--- config.mk ---
export PLATFORM = sky130hd
export DESIGN_NAME = soc_spram_arb
export DESIGN_NICKNAME = d
export VERILOG_FILES = /design/src/rtl/soc_spram_arb.sv
export SDC_FILE = /design/constraint.sdc
export NUM_CORES = 1
export LEC_CHECK = 0
export BUFFER_PORTS_ARGS = -buffer_cell sky130_fd_sc_hd__buf_2
export CORE_AREA = 2 2 98 100
export DETAILED_ROUTE_END_ITERATION = 8
export DIE_AREA = 0 0 100 102
export GPL_ROUTABILITY_DRIVEN = 0
export HOLD_SLACK_MARGIN = 0.06
export PLACE_DENSITY_LB_ADDON = 0.3
export REMOVE_ABC_BUFFERS = 1
export SLEW_MARGIN = 40
export SYNTH_ARGS = -nofsm -noshare
export SYNTH_HDL_FRONTEND = slang
export SYNTH_SLANG_ARGS = --single-unit
--- constraint.sdc ---
create_clock -name clk -period 2.07 [get_ports clk]
set_input_delay 0.207 -clock clk [delete_from_list [all_inputs] [get_ports clk]]
set_output_delay 0.207 -clock clk [all_outputs]
set_load 0.05 [all_outputs]
--- src/rtl/soc_spram_arb.sv ---
// soc_spram_arb: two-master (CPU cyc/ack, DMA req/gnt) arbiter in front of the
// SPRAM wrapper. DMA has priority, with a starvation counter that forces a CPU
// grant after STARVE_MAX consecutive DMA wins. Read data is steered back to
// whichever master issued the read one cycle earlier.
module soc_spram_arb #(
    parameter int unsigned AW         = 14,
    parameter int unsigned STARVE_MAX = 4
) (
    input  logic          clk,
    input  logic          rst_n,
    // CPU master
    input  logic [AW-1:0] cpu_addr,
    input  logic [31:0]   cpu_wdata,
    input  logic [3:0]    cpu_wmsk,
    input  logic          cpu_we,
    input  logic          cpu_cyc,
    output logic          cpu_ack,
    output logic [31:0]   cpu_rdata,
    // DMA master
    input  logic [AW-1:0] dma_addr,
    input  logic [31:0]   dma_wdata,
    input  logic          dma_we,
    input  logic          dma_req,
    output logic          dma_gnt,
    output logic          dma_rvalid,
    output logic [31:0]   dma_rdata,
    // SPRAM wrapper port
    output logic [AW-1:0] spram_addr,
    output logic [31:0]   spram_wdata,
    output logic [3:0]    spram_wmsk,
    output logic          spram_we,
    input  logic [31:0]   spram_rdata
);

    localparam int unsigned SW = 4;

    typedef enum logic [0:0] {
        S_IDLE    = 1'b0,
        S_CPU_ACK = 1'b1
    } state_t;

    state_t          state_q, state_d;
    logic [SW-1:0]   starve_q, starve_d;
    logic            cpu_pend;
    logic            force_cpu;
    logic            dma_gnt_c;
    logic            cpu_grant;
    logic            cpu_ack_q;
    logic            dma_rvalid_q;

    // State, starvation counter and response flags; reset kills pending responses
    always_ff @(posedge clk or negedge rst_n) begin
        if (!rst_n) begin
            state_q      <= S_IDLE;
            starve_q     <= '0;
            cpu_ack_q    <= 1'b0;
            dma_rvalid_q <= 1'b0;
        end else begin
            state_q      <= state_d;
            starve_q     <= starve_d;
            cpu_ack_q    <= cpu_grant;
            dma_rvalid_q <= dma_gnt_c & ~dma_we;
        end
    end

    // Arbitration, next state and starvation counter update
    always_comb begin
        state_d   = state_q;
        starve_d  = starve_q;
        cpu_pend  = cpu_cyc & (state_q == S_IDLE);
        force_cpu = cpu_pend & (starve_q == SW'(STARVE_MAX));
        // rst_n gating keeps the macro idle while reset is held
        dma_gnt_c = dma_req & ~force_cpu & rst_n;
        cpu_grant = cpu_pend & ~dma_gnt_c & rst_n;

        case (state_q)
            S_IDLE:    if (cpu_grant) state_d = S_CPU_ACK;
            S_CPU_ACK: state_d = S_IDLE;
            default:   state_d = S_IDLE;
        endcase

        if (!cpu_pend || cpu_grant) begin
            starve_d = '0;
        end else if (dma_gnt_c && (starve_q != SW'(STARVE_MAX))) begin
            starve_d = starve_q + SW'(1);
        end
    end

    // SPRAM port mux; with no grant the CPU fields are presented with we=0
    always_comb begin
        spram_addr  = cpu_addr;
        spram_wdata = cpu_wdata;
        spram_wmsk  = cpu_wmsk;
        spram_we    = 1'b0;
        if (dma_gnt_c) begin
            spram_addr  = dma_addr;
            spram_wdata = dma_wdata;
            spram_wmsk  = 4'hF;
            spram_we    = dma_we;
        end else if (cpu_grant) begin
            spram_we    = cpu_we;
        end
    end

    // Response outputs; read data is a passthrough of the registered macro output
    assign dma_gnt    = dma_gnt_c;
    assign cpu_ack    = cpu_ack_q;
    assign dma_rvalid = dma_rvalid_q;
    assign cpu_rdata  = spram_rdata;
    assign dma_rdata  = spram_rdata;

endmodule

After elaboration in Yosys (flattened, before gate mapping) --
Index checks and enable logic that the tools add are counted.
Storage, ports and cells: flip-flop bits (word level) 7, input port bits 134, output and inout bits 118, logic and storage cells 31
Operators by class: add/subtract/negate cells 1, eq/ne operators 2, mux-type cells 9, bitwise operators 11, reductions and logical operators 4
Operator list (number):
- two-way mux 32 bit | 1
- two-way mux 14 bit | 1
- two-way mux 4 bit | 3
- bitwise AND 1 bit | 7
- adder 4 x 1 -> 4 bit, second input constant | 1
- == test 4 x 3 -> 1 bit, second input constant | 1
- != test 4 x 3 -> 1 bit, second input constant | 1
- NOT 1 bit | 4
- two-way mux 1 bit | 3
- case mux 1 bit (2 select lines) | 1
- nonzero test 2 bit | 1
- logical AND 1 bit | 1
- zero test 1 bit | 1
- logical OR 1 bit | 1

Longest topological paths before layout --
depth in word-level cells 11, gate-level depth with buffers 6, gate-level depth less buffers 5

Worst setup path after synthesis --
OpenSTA, ideal clock, no wires.
path type register -> output, start register starve_q[0], end output spram_addr[10], arrival time 1797 ps, required time 1863 ps, slack 66 ps, stages on the path, launching flop included 7, path buffers 1, cells stage by stage dfrtp_1 inv_1 ha_1 and3b_1 a21oi_4 buf_4 mux2_2
On the way: cells in the longest elaborated chain, start to end 6
RTL lines:
- start: declaration | line 43 | logic [SW-1:0] starve_q, starve_d;
- start signal: assignment | line 60 | starve_q <= starve_d;
- == test 4 x 3 -> 1 bit | line 71 | force_cpu = cpu_pend & (starve_q == SW'(STARVE_MAX));
- bitwise AND 1 bit | line 71
- NOT 1 bit | line 73 | dma_gnt_c = dma_req & ~force_cpu & rst_n;
- bitwise AND 1 bit (2 in a row) | line 73
- via dma_gnt | line 24 | output logic dma_gnt,
- two-way mux 14 bit | line 95 | if (dma_gnt_c) begin
- end: declaration | line 28 | output logic [AW-1:0] spram_addr,
The timed path passes the listed nets, and every way through them passes these cells.

Worst setup path in the final report --
start register starve_q[1], end output spram_wdata[3]
On the way: cells in the longest elaborated chain, start to end 6
RTL lines:
- == test 4 x 3 -> 1 bit | line 71
- bitwise AND 1 bit | line 71
- NOT 1 bit | line 73
- bitwise AND 1 bit (2 in a row) | line 73
- two-way mux 32 bit | line 95
- end: declaration | line 29 | output logic [31:0] spram_wdata,
Every way passes these cells.

==> results.sh <==
export IMPL_status="finished, violations left"
export IMPL_violations="negative setup slack"
export IMPL_r2r_cells=15
export IMPL_timing_final_max_slew_violations=0
export IMPL_h_tree_depth=1
export IMPL_grt_max_degree=14
export IMPL_arrival_ns=2.01
export IMPL_row_count=35
export IMPL_critPathMaxStageDelay_ns=0.36
export IMPL_grt_pass1_vias=1774
export IMPL_setup_viol=49
export IMPL_crit_type="register to primary output"
export IMPL_dp_hpwl_um=5612
export IMPL_die_w_um=100
export IMPL_ys_seq_area_share_pct=12.04
export IMPL_slew_headroom_pct=78.74
export IMPL_cts_tree="built"
export IMPL_ant_nets=0
export IMPL_crit_top_cell="buf_6"
export IMPL_wirelength_um=8545
export IMPL_synth_area_leaders="buf_4 36%, mux2_2 33%, dfrtp_1 12%"
export IMPL_overflow=0
export IMPL_avgSynthCellArea_um2=9.152
export IMPL_cellLeakagePower_nw=1.427
export IMPL_hold_depth=2
export IMPL_io_pins=252
export IMPL_clock_path_buffers=2
export IMPL_clock_fmax_mhz=451.4
export IMPL_start_util_pct=15.98
export IMPL_hold_path_class="input pin to register"
export IMPL_pre_cts_ws_ns=-0.004091
export IMPL_rsz0062_at_grt="yes"
export IMPL_drtIter0Drc=42
export IMPL_die_area_mm2=0.01020
export IMPL_place_port_buffers=155
export IMPL_n_fill_cell=931
export IMPL_crit_fanout=10
export IMPL_final_common_cell="buf_2"
export IMPL_area_growth_syn_to_layout_pct=93.12
export IMPL_clkTransAtPathRegs_ns=0.04
export IMPL_final_critical_path_setup_slack_ns=-0.1455
export IMPL_min_period_over_period_pct=107.0
export IMPL_core_mm2=0.009109
export IMPL_yosysTopAreaCellShare_pct=35.60
export IMPL_drv_cap=0
export IMPL_synth_cell_types=24
export IMPL_layout_min_cycle_time_ns=2.216
export IMPL_vias_per_cell=4.281
export IMPL_hold_violations=0
export IMPL_vdd_drop_max_mv=0.1296
export IMPL_place_inst=362
export IMPL_crit_path_start_kind="register"
export IMPL_grt_usage_pct=15.43
export IMPL_ys_flop_type="dfrtp_1"
export IMPL_slowest_stage="dfrtp_1"
export IMPL_syn_inst=159
export IMPL_worstPathCellList="inv_2 -> ha_4 -> and3b_2 -> a21oi_4 -> buf_6 -> buf_12 -> mux2_2 -> buf_6"
export IMPL_mostFrequentLayoutCells="104 x buf_2, 38 x buf_6, 24 x mux2_4, 24 x buf_8, 22 x mux2_2"
export IMPL_syn_cell_area_mm2=0.001455
export IMPL_cts_inserted_buffers=3
export IMPL_dpl_cell_area_mm2=0.001909
export IMPL_final_nets=417
export IMPL_end_kind="primary output"
export IMPL_antenna_found_initial=0
export IMPL_design_area_mm2=0.002810
export IMPL_n_antenna_cell=0
export IMPL_avgRoutedWirePerCell_um=21.85
export IMPL_synthArstFlopShare_pct=100.0
export IMPL_cts_sinks=7
export IMPL_yosysTopAreaCell="buf_4"
export IMPL_drive_gt1_share_pct=87.50
export IMPL_grt_pass1_wl_um=11340
export IMPL_root_buffer="clkbuf_8"
export IMPL_insertion_delay_ns=0.23
export IMPL_tightest_slew_ns=0.3183
export IMPL_required_ns=1.86
export IMPL_synth_seq_cells=7
export IMPL_drc=0
export IMPL_finalNonFillerCells=391
export IMPL_fp_dieH_um=102
export IMPL_dr_total_vias=1674
export IMPL_fin_worst_skew_ns=0.002641
export IMPL_first_pass_iters=4
export IMPL_yosys_warnings=0
export IMPL_synth_edf_count=0
export IMPL_powerDensity_mw_per_mm2=427.0
logic make-up (layout without fill, tap and decap cells):
| family | Yosys count | after routing | synth area share, % |
|---|---|---|---|
| buffers and inverters | 72 | 193 | 36.37 |
| muxes | 46 | 46 | 35.60 |
| and+or+nand+nor | 23 | 23 | 9.287 |
| AOI/OAI and AO/OA | 9 | 9 | 4.987 |
| DFF | 7 | 7 | 12.04 |
| adders and majority gates | 2 | 2 | 1.719 |
layout make-up:
type                            count  area (um2)  area share, %
Multi-Input combinational cell     80       873.3          31.08
Clock buffer                        4       45.04          1.603
Timing Repair Buffer              186        1567          55.74
Sequential cell                     7       175.2          6.233
Inverter                            3       11.26         0.4007
Tap cell                          111       138.9          4.942
registers in the layout, indices dropped and copies added, names as in the netlist:
| register | cells |
|---|---|
| cpu_ack | 1 |
| state_q | 1 |
| dma_rvalid | 1 |
| starve_q | 4 |
power by group:
part	internal, W	switching, W	total, W
sequential	0.000141	0.00000153	0.000143
combinational	0.000403	0.000456	0.000859
clock	0.000134	0.0000647	0.000198
total	0.000678	0.000522	0.00120
cell usage after synthesis (all sizes together) (2+ instances only):
| master | number |
|---|---|
| mux2 | 46 |
| nor2b | 3 |
| a211oi | 2 |
| dfrtp | 7 |
| a21oi | 3 |
| inv | 3 |
| nand3 | 2 |
| ha | 2 |
| nand2 | 5 |
| a31oi | 2 |
| buf | 69 |
| nand3b | 2 |
| or2 | 4 |
worst paths after layout:
check	start	endpoint	slack, ns
worst min-delay path	dma_we	dma_rvalid	0.17
worst min register to register	starve_q[3]	starve_q[3]	0.60
worst max-delay path	starve_q[1]	spram_wdata[3]	-0.15
min in group asynchronous	rst_n	starve_q[1]	0.45
worst max register to register	starve_q[0]	starve_q[0]	0.06
max in group asynchronous	rst_n	state_q	1.47
timing repair:
item | in CTS | in global routing
pin swaps | 3 | 1
hold endpoints to repair | 7 | 0
cloned | 4 | 0
gates resized for setup | 168 | 12
setup buffers | 21 | 1
endpoints found under the setup margin | 50 | 52
hold buffers | 1 | 0
per-layer routing:
| layer | GRT usage, % | part of all wire (%) | vias up | routed length (um) |
|---|---|---|---|---|
| li1 | - | - | 727 | - |
| met5 | 7.692 | 0 | - | 0 |
| met1 | 18.24 | 38 | 782 | 3261 |
| met2 | 22.30 | 46 | 159 | 3935 |
| met4 | 4.004 | 0.91 | 0 | 78 |
| met3 | 10.26 | 15 | 6 | 1270 |
critical path, delay by kind of cell (launching register included):
family / cells / cell delay (ns)
flops: 1 / 0.36
mux: 1 / 0.35
compound gates: 1 / 0.17
fa+ha+maj: 1 / 0.15
simple gates: 1 / 0.22
buf+inv: 4 / 0.50
per-stage QoR:
step	utilization, %	setup TNS (ns)	power (W)	hold WS (ns)
floorplan	-	-30.67	0.0005501	-0.08859
global placement	20.96	0	0.0007365	0.1481
detailed placement	20.96	-0.004091	0.0007360	0.1485
CTS	30.43	-4.431	0.001187	0.1613
global route	30.85	-9.738	0.001248	0.1787
finish	30.85	-5.610	0.001200	0.1707
(Power assumes the default switching activity.)
